**config.mk**
```make
export PLATFORM = sky130hd
export DESIGN_NAME = hall98_sequencer
export DESIGN_NICKNAME = d
export VERILOG_FILES = /design/src/rtl/hall98_sequencer.sv
export SDC_FILE = /design/constraint.sdc
export NUM_CORES = 1
export LEC_CHECK = 0
export ABC_CLOCK_PERIOD_IN_PS = 12800
export CORE_MARGIN = 1.5
export CORE_UTILIZATION = 40
export DETAILED_ROUTE_END_ITERATION = 6
export GPL_ROUTABILITY_DRIVEN = 0
export GPL_TIMING_DRIVEN = 0
export PLACE_DENSITY = 0.54
export SLEW_MARGIN = 0
export SYNTH_ARGS = -nofsm -noshare
export SYNTH_HDL_FRONTEND = slang
export SYNTH_SLANG_ARGS = --single-unit
export TNS_END_PERCENT = 10
```
**constraint.sdc**
```tcl
create_clock -name iclock -period 12.8 [get_ports iclock]
set_clock_uncertainty 0.15 [all_clocks]
set_input_delay 1.92 -clock iclock [delete_from_list [all_inputs] [get_ports iclock]]
set_output_delay 1.92 -clock iclock [all_outputs]
set_load 0.05 [all_outputs]
```
**src/rtl/hall98_sequencer.sv**
```systemverilog
// rtl/hall98_sequencer.sv - instruction store and fetch/issue sequencer for the hall98 datapath
module hall98_sequencer #(
  parameter int PROG_DEPTH = 16,
  parameter int ADDR_W     = 4
) (
  input  logic              iclock,
  input  logic              irst_n,
  input  logic              start,
  input  logic              load_en,
  input  logic [ADDR_W-1:0] load_addr,
  input  logic [39:0]       load_data,
  output logic              sw1,
  output logic              sw2,
  output logic              flag,
  output logic [31:0]       re,
  output logic [31:0]       n,
  output logic              issue,
  output logic              busy,
  output logic              done,
  output logic [ADDR_W-1:0] pc,
  output logic              err,
  output logic [7:0]        icount
);

  typedef enum logic [1:0] {
    S_IDLE  = 2'd0,
    S_FETCH = 2'd1,
    S_ISSUE = 2'd2,
    S_DONE  = 2'd3
  } state_t;

  localparam logic [ADDR_W-1:0] LAST_PC = ADDR_W'(PROG_DEPTH - 1);

  state_t            state_q, state_d;
  logic [ADDR_W-1:0] pc_q, pc_d;
  logic [39:0]       ir_q, ir_d;
  logic              err_q, err_d;
  logic [7:0]        icount_q, icount_d;
  logic              sw1_q, sw1_d;
  logic              sw2_q, sw2_d;
  logic              flag_q, flag_d;
  logic [31:0]       re_q, re_d;
  logic [31:0]       n_q, n_d;
  logic              issue_q, issue_d;
  logic              store_we;
  logic [39:0]       store_q [PROG_DEPTH];
  logic [3:0]        ir_reg;
  logic              reg_ok;

  assign ir_reg = ir_q[35:32];
  assign reg_ok = (ir_reg != 4'd0) && (ir_reg <= 4'd4);

  always_comb begin
    state_d  = state_q;
    pc_d     = pc_q;
    ir_d     = ir_q;
    err_d    = err_q;
    icount_d = icount_q;
    sw1_d    = 1'b0;
    sw2_d    = 1'b0;
    flag_d   = 1'b1;
    re_d     = 32'd0;
    n_d      = 32'd0;
    issue_d  = 1'b0;
    store_we = 1'b0;
    case (state_q)
      S_IDLE, S_DONE: begin
        // A load always wins over a simultaneous start.
        if (load_en) begin
          store_we = 1'b1;
        end else if (start) begin
          pc_d     = '0;
          err_d    = 1'b0;
          icount_d = 8'd0;
          state_d  = S_FETCH;
        end
      end
      S_FETCH: begin
        ir_d    = store_q[pc_q];
        state_d = S_ISSUE;
      end
      S_ISSUE: begin
        if (ir_q[36]) begin
          state_d = S_DONE;
        end else begin
          if (!reg_ok) begin
            err_d = 1'b1;
          end else begin
            sw1_d   = ir_q[39];
            sw2_d   = ir_q[38];
            flag_d  = ir_q[37];
            re_d    = {28'd0, ir_reg};
            n_d     = ir_q[31:0];
            issue_d = 1'b1;
            if (icount_q != 8'hFF) icount_d = icount_q + 8'd1;
          end
          if (pc_q == LAST_PC) begin
            state_d = S_DONE;
          end else begin
            pc_d    = pc_q + ADDR_W'(1);
            state_d = S_FETCH;
          end
        end
      end
      default: state_d = S_IDLE;
    endcase
  end

  always_ff @(posedge iclock or negedge irst_n) begin
    if (!irst_n) begin
      state_q  <= S_IDLE;
      pc_q     <= '0;
      ir_q     <= 40'd0;
      err_q    <= 1'b0;
      icount_q <= 8'd0;
      sw1_q    <= 1'b0;
      sw2_q    <= 1'b0;
      flag_q   <= 1'b1;
      re_q     <= 32'd0;
      n_q      <= 32'd0;
      issue_q  <= 1'b0;
    end else begin
      state_q  <= state_d;
      pc_q     <= pc_d;
      ir_q     <= ir_d;
      err_q    <= err_d;
      icount_q <= icount_d;
      sw1_q    <= sw1_d;
      sw2_q    <= sw2_d;
      flag_q   <= flag_d;
      re_q     <= re_d;
      n_q      <= n_d;
      issue_q  <= issue_d;
    end
  end

  // Program store survives reset so a host can reload only what changed.
  always_ff @(posedge iclock) begin
    if (store_we) store_q[load_addr] <= load_data;
  end

  assign sw1    = sw1_q;
  assign sw2    = sw2_q;
  assign flag   = flag_q;
  assign re     = re_q;
  assign n      = n_q;
  assign issue  = issue_q;
  assign busy   = (state_q == S_FETCH) || (state_q == S_ISSUE);
  assign done   = (state_q == S_DONE);
  assign pc     = pc_q;
  assign err    = err_q;
  assign icount = icount_q;

endmodule

```
==> impl_results.md, run 1 <==
- Status: complete, but fails checks
- Failing checks: DRC
- Fill cells: 5,713
- Vias: 14,600
- Synth area leader: edfxtp_1
- GRT Total Usage: 20.0%
- Reg clk slew, reported paths: 60 ps
- Crit-path cells: inv_1, ha_1, buf_2, inv_1, clkdlybuf4s50_1
- Worst setup EP type: primary output
- Starting Density: 40.6%
- Drt initial violations: 1,277
- Die X-Extent: 268 microns
- Htree depth: 3
- Final worst path period share: 36.3%
- WS Path Type: reg -> out
- R2R Path End: store_q[12][26]
- Critical Path Source: state_q[0]
- Endpoints failing setup: 0
- Cell area after synthesis: 28,100 sq um
- Worst Hold Class: reg -> reg
- Leak Pwr: 11.0 nW
- Synth warn: 0
- Yosys reg bits: 735
- Worst skew pair latency: 620 ps
- Max incr delay on CP: 830 ps
- Share of the synthesized area in the top cell type: 68.5%
- Clock Sinks: 735
- Remaining DRCs: 2
- R2R setup slack: 9700 ps
- Vias in the first global route: 15,100
- TritonRoute pass-1 iters: 7
- Post-synth EDFFs: 640
- Via/cell ratio: 5.39
- Cts bufs inserted: 78
- PD cells: 184 nW/um^2
- Primary FF master, synth: edfxtp_1
- Post-Synthesis Cells: 1,457
- Synth async-reset ratio: 12.9%
- TritonCTS clock tree: done
- Die Area: 71,800 sq um
- # nets final: 1,761
- Synth top cells by count: edfxtp_1 (640), mux2i_1 (186), dfrtp_1 (94)
- RSZ-0062 raised after global routing: no
- WHS Path Cells: 1
- Crit-path slowest cell: clkdlybuf4s50_1
- Startpoint type of the worst setup path: flop
- Setup repair bufs after CTS: 0
- Setup TNS: 0 ps
- Clock Tree Buf Depth: 3
- Req. time, crit path: 10,730 ps
- Peak VDD IR: 0.000106 V
- Synth top area cells: edfxtp_1 (68%), dfrtp_1 (8.4%), mux2i_1 (6.6%)
- Final wirelength: 70,300 microns
- First-pass GRT wire length: 103,000 microns
- Core area: 69,100 sq um
- FP Rows: 96
- Finished Layout Cells: 2,705
- Critical Path Sink: busy
- Post-DP HPWL: 45,900 microns
- Crit path arrival time: 2570 ps
- Reg-to-Reg Start: state_q[0]
- Share of layout cells above drive strength 1: 19.6%
- Area Overhead vs Synth: 20.3%
- Worst-Margin Slew: 1160 ps
- Reported max-cap violation count: 0
- WL per Instance: 26.0 microns
- IO Port Bufs: 102
- Pins over their slew limit: 0
- Antenna violations before repair: 3
- Final Hold Vio Count: 0
- Tmin final: 4640 ps
- Hold Buf Count CTS: 0
- Die Y: 268 microns
- Mapped Avg Cell Area: 19.3 sq um
- PostCTS Resize Cnt: 0
- Count leader, synth: edfxtp_1
- R2R cell count: 7
- Sequential area share after synthesis: 76.9%
- Placed cell count: 2,559
- CP max FO: 8
- F_max: 0.215 GHz
- Root Buffer: clkbuf_16
- Total grt overflow: 0
- Largest net degree at the start of global routing: 75
- ANT nets after route: 0
- Worst Hold Launch: ir_q[8]
- Slew HR: 22.6%
- CP dominant cell by count: inv_1
- I/O pin cnt: 131
- Post-synthesis cell type count: 47
-- layout by cell type (no fill, tap or decap), drive strengths merged, types with 5 or more instances in the layout --
| master | Yosys | final |
|---|---|---|
| dfrtp | 94 | 94 |
| mux4 | 80 | 80 |
| buf | 74 | 116 |
| mux2 | 14 | 14 |
| nand2 | 10 | 10 |
| nand3 | 6 | 6 |
| o22ai | 79 | 79 |
| clkinv | 0 | 19 |
| edfxtp | 640 | 640 |
| mux2i | 186 | 186 |
| o32ai | 27 | 27 |
| a21oi | 33 | 33 |
| nor2 | 55 | 55 |
| inv | 6 | 11 |
| and2 | 38 | 38 |
| clkdlybuf4s50 | 0 | 101 |
| nand2b | 7 | 7 |
| nor3 | 20 | 20 |
| ha | 5 | 5 |
| conb | 1 | 29 |
| o21ai | 18 | 18 |
| clkbuf | 33 | 146 |
-- routing by layer --
layer / GRT usage (%) / share of wire (%) / vias to the layer above
li1: - / - / 6314
met1: 29.3 / 45 / 7669
met2: 31.5 / 47 / 506
met3: 3.05 / 6.2 / 81
met4: 5.28 / 1.6 / 2
met5: 0 / 0.018 / -
-- logic make-up after synthesis --
| family | count (synthesis) | share of synthesized area (%) |
|---|---|---|
| other | 1 | 0.0134 |
| AOI/OAI and AO/OA | 167 | 3.83 |
| muxes | 280 | 13.6 |
| xor gates and xnor gates | 5 | 0.156 |
| and+or+nand+nor | 151 | 2.84 |
| DFF | 735 | 76.9 |
| buffers and inverters | 113 | 2.39 |
| adders and majority gates | 5 | 0.223 |
-- worst min path at each step --
| stage | slack [ps] | to |
|---|---|---|
| floorplan | 290 | flag |
| CTS | 340 | n[8] |
| finish | 330 | n[8] |
| detailed placement | 320 | n[8] |
| global placement | 330 | n[13] |
| global route | 350 | n[10] |
-- state kept, by name (all words and copies together) (netlist names) --
name	count
store_q	640
re	4
pc	4
sw2	1
icount	8
err	1
flag	1
ir_q	40
n	32
state_q	2
sw1	1
issue	1
-- critical path: cells and delay by family (launching register included) --
kind / cells / cell delay, ps
DFF: 1 / 430
adders and majority gates: 1 / 280
buffers and inverters: 4 / 1240
-- per-stage QoR --
step | power [W] | utilization [%] | setup WS (ps) | hold slack, ps | instance area (sq um)
final | 0.00622 | 48.9 | 8160 | 330 | 33800
after global routing | 0.00645 | 48.9 | 8100 | 351 | 33800
after CTS | 0.00627 | 48.9 | 8170 | 340 | 33800
after detailed placement | 0.00404 | 45.2 | 8200 | 324 | 31200
after global placement | 0.00400 | 44.0 | 3020 | 329 | 30400
after floorplan | 0.00359 | - | 7070 | 290 | 28200
-- layout make-up --
cell class              instances  area (sq um)  share of cell area, %
clock buffers                 113          2270                   6.71
inverters                       6          22.5                 0.0667
plain buffers                 107           649                   1.92
repair buffers                143          1770                   5.25
multi-input cells             637          6020                   17.8
clock inverters                32           284                  0.841
flip-flops and latches        735         21600                   63.9
diodes                          1          2.50                0.00741
well taps                     931          1160                   3.45
-- power by group --
group	switching, W	internal (W)
logic	0.000734	0.000435
registers	0.0000679	0.00275
clock network	0.000919	0.00132
total	0.00172	0.00450
Power figures use the tool's default switching activity.
==> run 2: changes to the inputs <==
--- a/config.mk
+++ b/config.mk
@@ -5,13 +5,13 @@
 export SDC_FILE = /design/constraint.sdc
 export NUM_CORES = 1
 export LEC_CHECK = 0
-export ABC_CLOCK_PERIOD_IN_PS = 12800
+export ABC_CLOCK_PERIOD_IN_PS = 4100
 export CORE_MARGIN = 1.5
 export CORE_UTILIZATION = 40
 export DETAILED_ROUTE_END_ITERATION = 6
 export GPL_ROUTABILITY_DRIVEN = 0
 export GPL_TIMING_DRIVEN = 0
-export PLACE_DENSITY = 0.54
+export PLACE_DENSITY = 0.56
 export SLEW_MARGIN = 0
 export SYNTH_ARGS = -nofsm -noshare
 export SYNTH_HDL_FRONTEND = slang
==> constraint.sdc (replaced) <==
create_clock -name iclock -period 4.1 [get_ports iclock]
set_clock_uncertainty 0.15 [all_clocks]
set_input_delay 0.615 -clock iclock [delete_from_list [all_inputs] [get_ports iclock]]
set_output_delay 0.615 -clock iclock [all_outputs]
set_load 0.05 [all_outputs]
==> run 2 against run 1 <==
- the flow now finishes without violations
- cell area grew 0.30%
- flip-flop and latch count is the same
- setup slack lost 7300 ps
- critical endpoint unchanged
- largest power group unchanged
==> impl_results.md, run 2 (synthesis results as in run 1) <==
- Routing usage on met1: 27.1% (-2.2 points)
- Remaining DRCs: 0 (-2)
- Area Overhead vs Synth: 20.7%
- Crit path arrival time: 2510 ps (-60 ps)
- Via/cell ratio: 5.32 (-1.3%)
- Critical Path Source: state_q[0]
- Htree depth: 3 (unchanged)
- Clock Sinks: 735 (unchanged)
- TritonCTS clock tree: done
- Reg-to-Reg Start: state_q[0]
- Crit path buffers/inverters: 4 (unchanged)
- Leak Pwr: 11.0 nW (+0.27%)
- PD cells: 570 nW/um^2 (+210%)
- R2R setup slack: 960 ps (-8740 ps)
- Gr busiest metal: met2
- WL per Instance: 25.4 microns (-2.4%)
- Max incr delay on CP: 830 ps (about the same)
- Reg clk slew, reported paths: 60 ps (about the same)
- Final worst path period share: 79.8%
- Root Buffer: clkbuf_16
- Peak VDD IR: 0.000266 V (+150%)
- Total grt overflow: 0 (unchanged)
- Worst-Margin Slew: 1110 ps (-54.2 ps)
- Cts bufs inserted: 75 (-3.8%)
- ANT nets after route: 0 (unchanged)
- Max FFs per register: 640 (unchanged)
- Die X-Extent: 268 microns (unchanged)
- Antenna violations before repair: 0 (-3)
- Met2 Use GR: 31.5% (-0.042 points)
- Clock Tree Buf Depth: 3 (unchanged)
- Drt initial violations: 1,445 (+13%)
- Worst setup EP type: primary output
- Setup TNS: 0 ps (unchanged)
- Setup repair bufs after CTS: 0 (unchanged)
- Status: finished, final reports clean
- Final Hold Vio Count: 0 (unchanged)
- # nets final: 1,760 (-0.057%)
- Startpoint type of the worst setup path: flop
- Largest net degree at the start of global routing: 64 (-15%)
- Core area: 69,100 sq um (unchanged)
- Worst skew pair latency: 610 ps (about the same)
- TritonRoute pass-1 iters: 5 (-2)
- First-pass GRT wire length: 99,000 microns (-3.8%)
- CP max FO: 8 (unchanged)
- WS Path Type: reg -> out
- Die Area: 71,800 sq um (unchanged)
- Hold_ws: 333 ps (+3.56 ps)
- Starting Density: 40.6% (unchanged)
- R2R cell count: 9 (+2)
- I/O pin cnt: 131 (unchanged)
- Share of layout cells above drive strength 1: 19.0% (-0.57 points)
- Post-DP HPWL: 45,200 microns (-1.5%)
- Met3 Usage GRT: 3.38% (+0.33 points)
- Vias in the first global route: 14,600 (-3.2%)
- Vias: 14,400 (-1.5%)
- Slew HR: 26.2% (+3.6 points)
- Endpoints failing setup: 0 (unchanged)
- Crit-path cells: inv_1, ha_1, buf_2, inv_1, clkdlybuf4s50_1
- Commonest cells after routing, fill and taps aside: edfxtp_1 (640), mux2i_1 (186), clkdlybuf4s50_1 (101)
- Final wirelength: 68,600 microns (-2.6%)
- Pins over their slew limit: 0 (unchanged)
- RSZ-0062 raised after global routing: no
- FP Rows: 96 (unchanged)
- Die Y: 268 microns (unchanged)
- PostCTS Resize Cnt: 0 (unchanged)
- Largest Register: store_q
- GRT Total Usage: 19.4% (-0.63 points)
- IO Port Bufs: 102 (unchanged)
- R2R Path End: store_q[2][25]
- Hold Buf Count CTS: 1 (+1)
- Req. time, crit path: 3340 ps (-7390 ps)
- Most common cell after layout, fill and taps aside: edfxtp_1
- Worst path depth: 5 (unchanged)
- Critical Path Sink: busy
- Worst path top cell family by delay: buffers and inverters
- Reported max-cap violation count: 0 (unchanged)
- Tmin final: 3270 ps
- CP dominant cell by count: inv_1
- Worst Hold Class: reg -> reg
- F_max: 0.306 GHz
- Crit-path slowest cell: clkdlybuf4s50_1
run 2: changes by cell type in the layout (fill, tap and decap cells not counted), sizes merged:
cell,delta
buf,+1
clkinv,-6
clkinvlp,-3
bufinv,+2
dlygate4sd3,+1
inv,-4
clkbuf,+4
run 2: where the power goes:
| group | internal [W] | leakage, nW | switching (W) |
|---|---|---|---|
| Combinational | 0.00137 | 2.83 | 0.00226 |
| Clock | 0.00415 | 1.22 | 0.00274 |
| Sequential | 0.00858 | 6.96 | 0.000212 |
run 2: worst min-delay path by stage:
stage                  start     to  slack, ps  depth (start not counted)
floorplan             irst_n    err        170                          0
global placement    ir_q[10]  n[10]        330                          1
detailed placement  ir_q[10]  n[10]        320                          1
CTS                 ir_q[10]  n[10]        340                          1
global route        ir_q[12]  n[12]        360                          1
finish              ir_q[10]  n[10]        330                          1
run 2: metal layers:
metal  routed length (microns)  part of all wire, %
met1                     30300                   44
met2                     32800                   48
met3                      4220                  6.2
met4                      1240                  1.8
met5                         0                    0
run 2: area by class of cell:
cell class,instances,area [sq um]
tap,931,1160
sequential,735,21600
buffer,107,649
clock buffer,117,2250
fill,5608,35200
multi-input combinational,637,6030
clock inverter,21,253
inverter,6,22.5
antenna,1,2.50
timing repair buffer,145,1920
run 2: worst reg2reg max path, cell delays in order, from the launching register on:
cell and delay (ps):
dfrtp_1 400, inv_1 60, ha_1 260, buf_2 190
nand2_1 80, nor2_1 90, nand2_1 250, nor3_2 860
buf_6 250, buf_4 230
run 2: stage by stage:
stage	utilization (%)	instances	worst slack, ps	instance area, sq um	power, W
after floorplan	-	1485	-351	28200	0.0112
after global placement	44.0	2518	-4350	30400	0.0125
after detailed placement	45.4	2560	748	31400	0.0126
after CTS	49.1	2699	817	33900	0.0195
after global routing	49.1	2699	737	33900	0.0200
final	49.1	2700	827	33900	0.0193
==> run 3: changes to the inputs <==
--- a/config.mk
+++ b/config.mk
@@ -5,7 +5,7 @@
 export SDC_FILE = /design/constraint.sdc
 export NUM_CORES = 1
 export LEC_CHECK = 0
-export ABC_CLOCK_PERIOD_IN_PS = 4100
+export ABC_CLOCK_PERIOD_IN_PS = 3000
 export CORE_MARGIN = 1.5
 export CORE_UTILIZATION = 40
 export DETAILED_ROUTE_END_ITERATION = 6
==> constraint.sdc (replaced) <==
create_clock -name iclock -period 3 [get_ports iclock]
set_clock_uncertainty 0.15 [all_clocks]
set_input_delay 0.45 -clock iclock [delete_from_list [all_inputs] [get_ports iclock]]
set_output_delay 0.45 -clock iclock [all_outputs]
set_load 0.05 [all_outputs]
==> run 3 against run 2 <==
- global-route usage rose by 0.073 points
- power rose by 35%
- non-clock buffer count fell by 4
- worst hold slack got worse by 140 ps
- cell area fell by 0.13%
- critical path depth rose by 1
- sequential share of layout area rose by 0.082 points
- sequential power rose by 37%
- die area did not move
- critical endpoint is now store_q[15][27]
==> impl_results.md, run 3 (synthesis results as in run 1) <==
- DP Area: 31,400 sq um (about the same)
- Die Area: 71,800 sq um (unchanged)
- PD cells: 772 nW/um^2 (+36%)
- Largest Register: store_q
- Cts bufs inserted: 75 (unchanged)
- Die X-Extent: 268 microns (unchanged)
- Area Overhead vs Synth: 20.5%
- Largest net degree at the start of global routing: 64 (unchanged)
- Slew HR: 27.9% (+1.7 points)
- IO Port Bufs: 102 (unchanged)
- Final Cell Area: 33,800 sq um (-0.13%)
- Area of the multi-input gates: 6050 sq um (+0.39%)
- Via/cell ratio: 5.33 (+0.24%)
- Post-DP HPWL: 45,700 microns (+1.0%)
- Core area: 69,100 sq um (unchanged)
- Antenna cells: 0 (-1)
- TritonCTS clock tree: done
- WS Path Type: reg -> reg
- Remaining DRCs: 0 (unchanged)
- Worst setup EP type: flop
- Status: finished, final reports clean
- Htree depth: 3 (unchanged)
- RSZ-0062 raised after global routing: yes
- Die Y: 268 microns (unchanged)
- Final wirelength: 69,000 microns (+0.62%)
- Clock Tree Buf Depth: 3 (unchanged)
- Seq. cell area: 21,600 sq um (unchanged)
- Fill cells: 5,642 (+0.61%)
- Pins over their slew limit: 0 (unchanged)
- Reported max-cap violation count: 0 (unchanged)
- Most common cell after layout, fill and taps aside: edfxtp_1
- Vias in the first global route: 14,800 (+1.0%)
- Worst-Margin Slew: 1080 ps (-25.5 ps)
- First-pass GRT wire length: 99,600 microns (+0.56%)
- Crit path arrival time: 3050 ps (+540 ps)
- # nets final: 1,756 (-0.23%)
- I/O pin cnt: 131 (unchanged)
- Vias: 14,400 (+0.13%)
- Drt initial violations: 1,344 (-7.0%)
- Peak VDD IR: 0.000365 V (+37%)
- F_max: 0.345 GHz
- Clock Sinks: 735 (unchanged)
- Commonest cells after routing, fill and taps aside: edfxtp_1 (640), mux2i_1 (186), clkdlybuf4s50_1 (100)
- Antenna violations before repair: 2 (+2)
- FP Rows: 96 (unchanged)
- Worst skew pair latency: 620 ps (about the same)
- Total grt overflow: 0 (unchanged)
- Max FFs per register: 640 (unchanged)
- TritonRoute pass-1 iters: 5 (unchanged)
- Startpoint type of the worst setup path: flop
- Leak Pwr: 11.0 nW (about the same)
- Final worst path period share: 96.8%
- Req. time, crit path: 3150 ps (-190 ps)
- Endpoints failing setup: 0 (unchanged)
- Reg clk slew, reported paths: 60 ps (about the same)
- GRT Total Usage: 19.5% (+0.073 points)
- Root Buffer: clkbuf_16
- Final Hold Vio Count: 0 (unchanged)
- Finished Layout Cells: 2,697 (-0.11%)
- CP max FO: 23 (+15)
- Total design power: 0.0261 W (+35%)
- ANT nets after route: 0 (unchanged)
- Worst Hold Class: in -> async
- Placed cell count: 2,553 (-0.27%)
- Share of layout cells above drive strength 1: 19.6% (+0.64 points)
- Starting Density: 40.6% (unchanged)
- WL per Instance: 25.6 microns (+0.74%)
- Tmin final: 2900 ps
==> run 3: changes by cell type in the layout (fill, tap and decap cells not counted), moves of 4 or more <==
cell / before / now
clkbuf_1: 58 / 42
clkbuf_8: 13 / 5
buf_6: 23 / 12
inv_6: 1 / 6
clkinv_1: 7 / 11
buf_16: 23 / 27
clkinv_2: 6 / 23
==> run 3: metrics by stage <==
stage	worst slack (ps)	hold slack (ps)	util [%]	setup TNS [ps]
after CTS	0.840	171	49.0	0
after detailed placement	-359	245	45.4	-30460
after global placement	-3530	326	44.0	-1963810
final	97.4	189	49.0	0
after floorplan	-570	4.41	-	-203350
after global routing	-38.0	213	49.0	-472
==> run 3: repair_timing <==
item	in CTS	in global routing
pin swaps	1	4
resized for setup	4	4
setup endpoints to repair	92	74
buffers inserted	2	1
hold endpoints to repair	32	0
hold buffers	1	0
==> run 3: power breakdown <==
part           internal, W  switching [W]  total (W)
clock              0.00523        0.00391    0.00914
combinational      0.00188        0.00310    0.00499
sequential          0.0117       0.000291     0.0120
==> run 3: path summary, 6_finish.rpt <==
kind                            start               to  slack (ps)  cells after the start
max reg2reg                state_q[0]  store_q[15][27]         100                      6
max in group asynchronous      irst_n            n[15]        1750                      3
min in group iclock           ir_q[8]             n[8]         330                      1
min                            irst_n         ir_q[12]         190                      2
max                        state_q[0]  store_q[15][27]         100                      6
min reg2reg                   ir_q[8]             n[8]         330                      1
==> run 3: worst max-delay path: stages (launching register included) <==
cell     delay, ps
dfrtp_1        410
inv_1           70
ha_1           290
buf_6          130
nand4_1        390
nor2_4         790
buf_12         280
==> run 3: area by class of cell <==
class                   count  share of cell area (%)
inverters                   6                  0.0666
multi-input cells         637                    17.9
clock buffers              92                    5.95
plain buffers             107                    1.94
well taps                 931                    3.44
repair buffers            141                    5.75
clock inverters            48                    1.15
flip-flops and latches    735                    63.8
==> run 3: metal layers <==
layer / vias to the layer above / global-route usage, % / wire length (microns)
met5: - / 0 / 10
li1: 6289 / - / -
met1: 7549 / 27.3 / 30300
met4: 2 / 5.89 / 1410
met2: 435 / 31.5 / 33300
met3: 95 / 3.11 / 3950
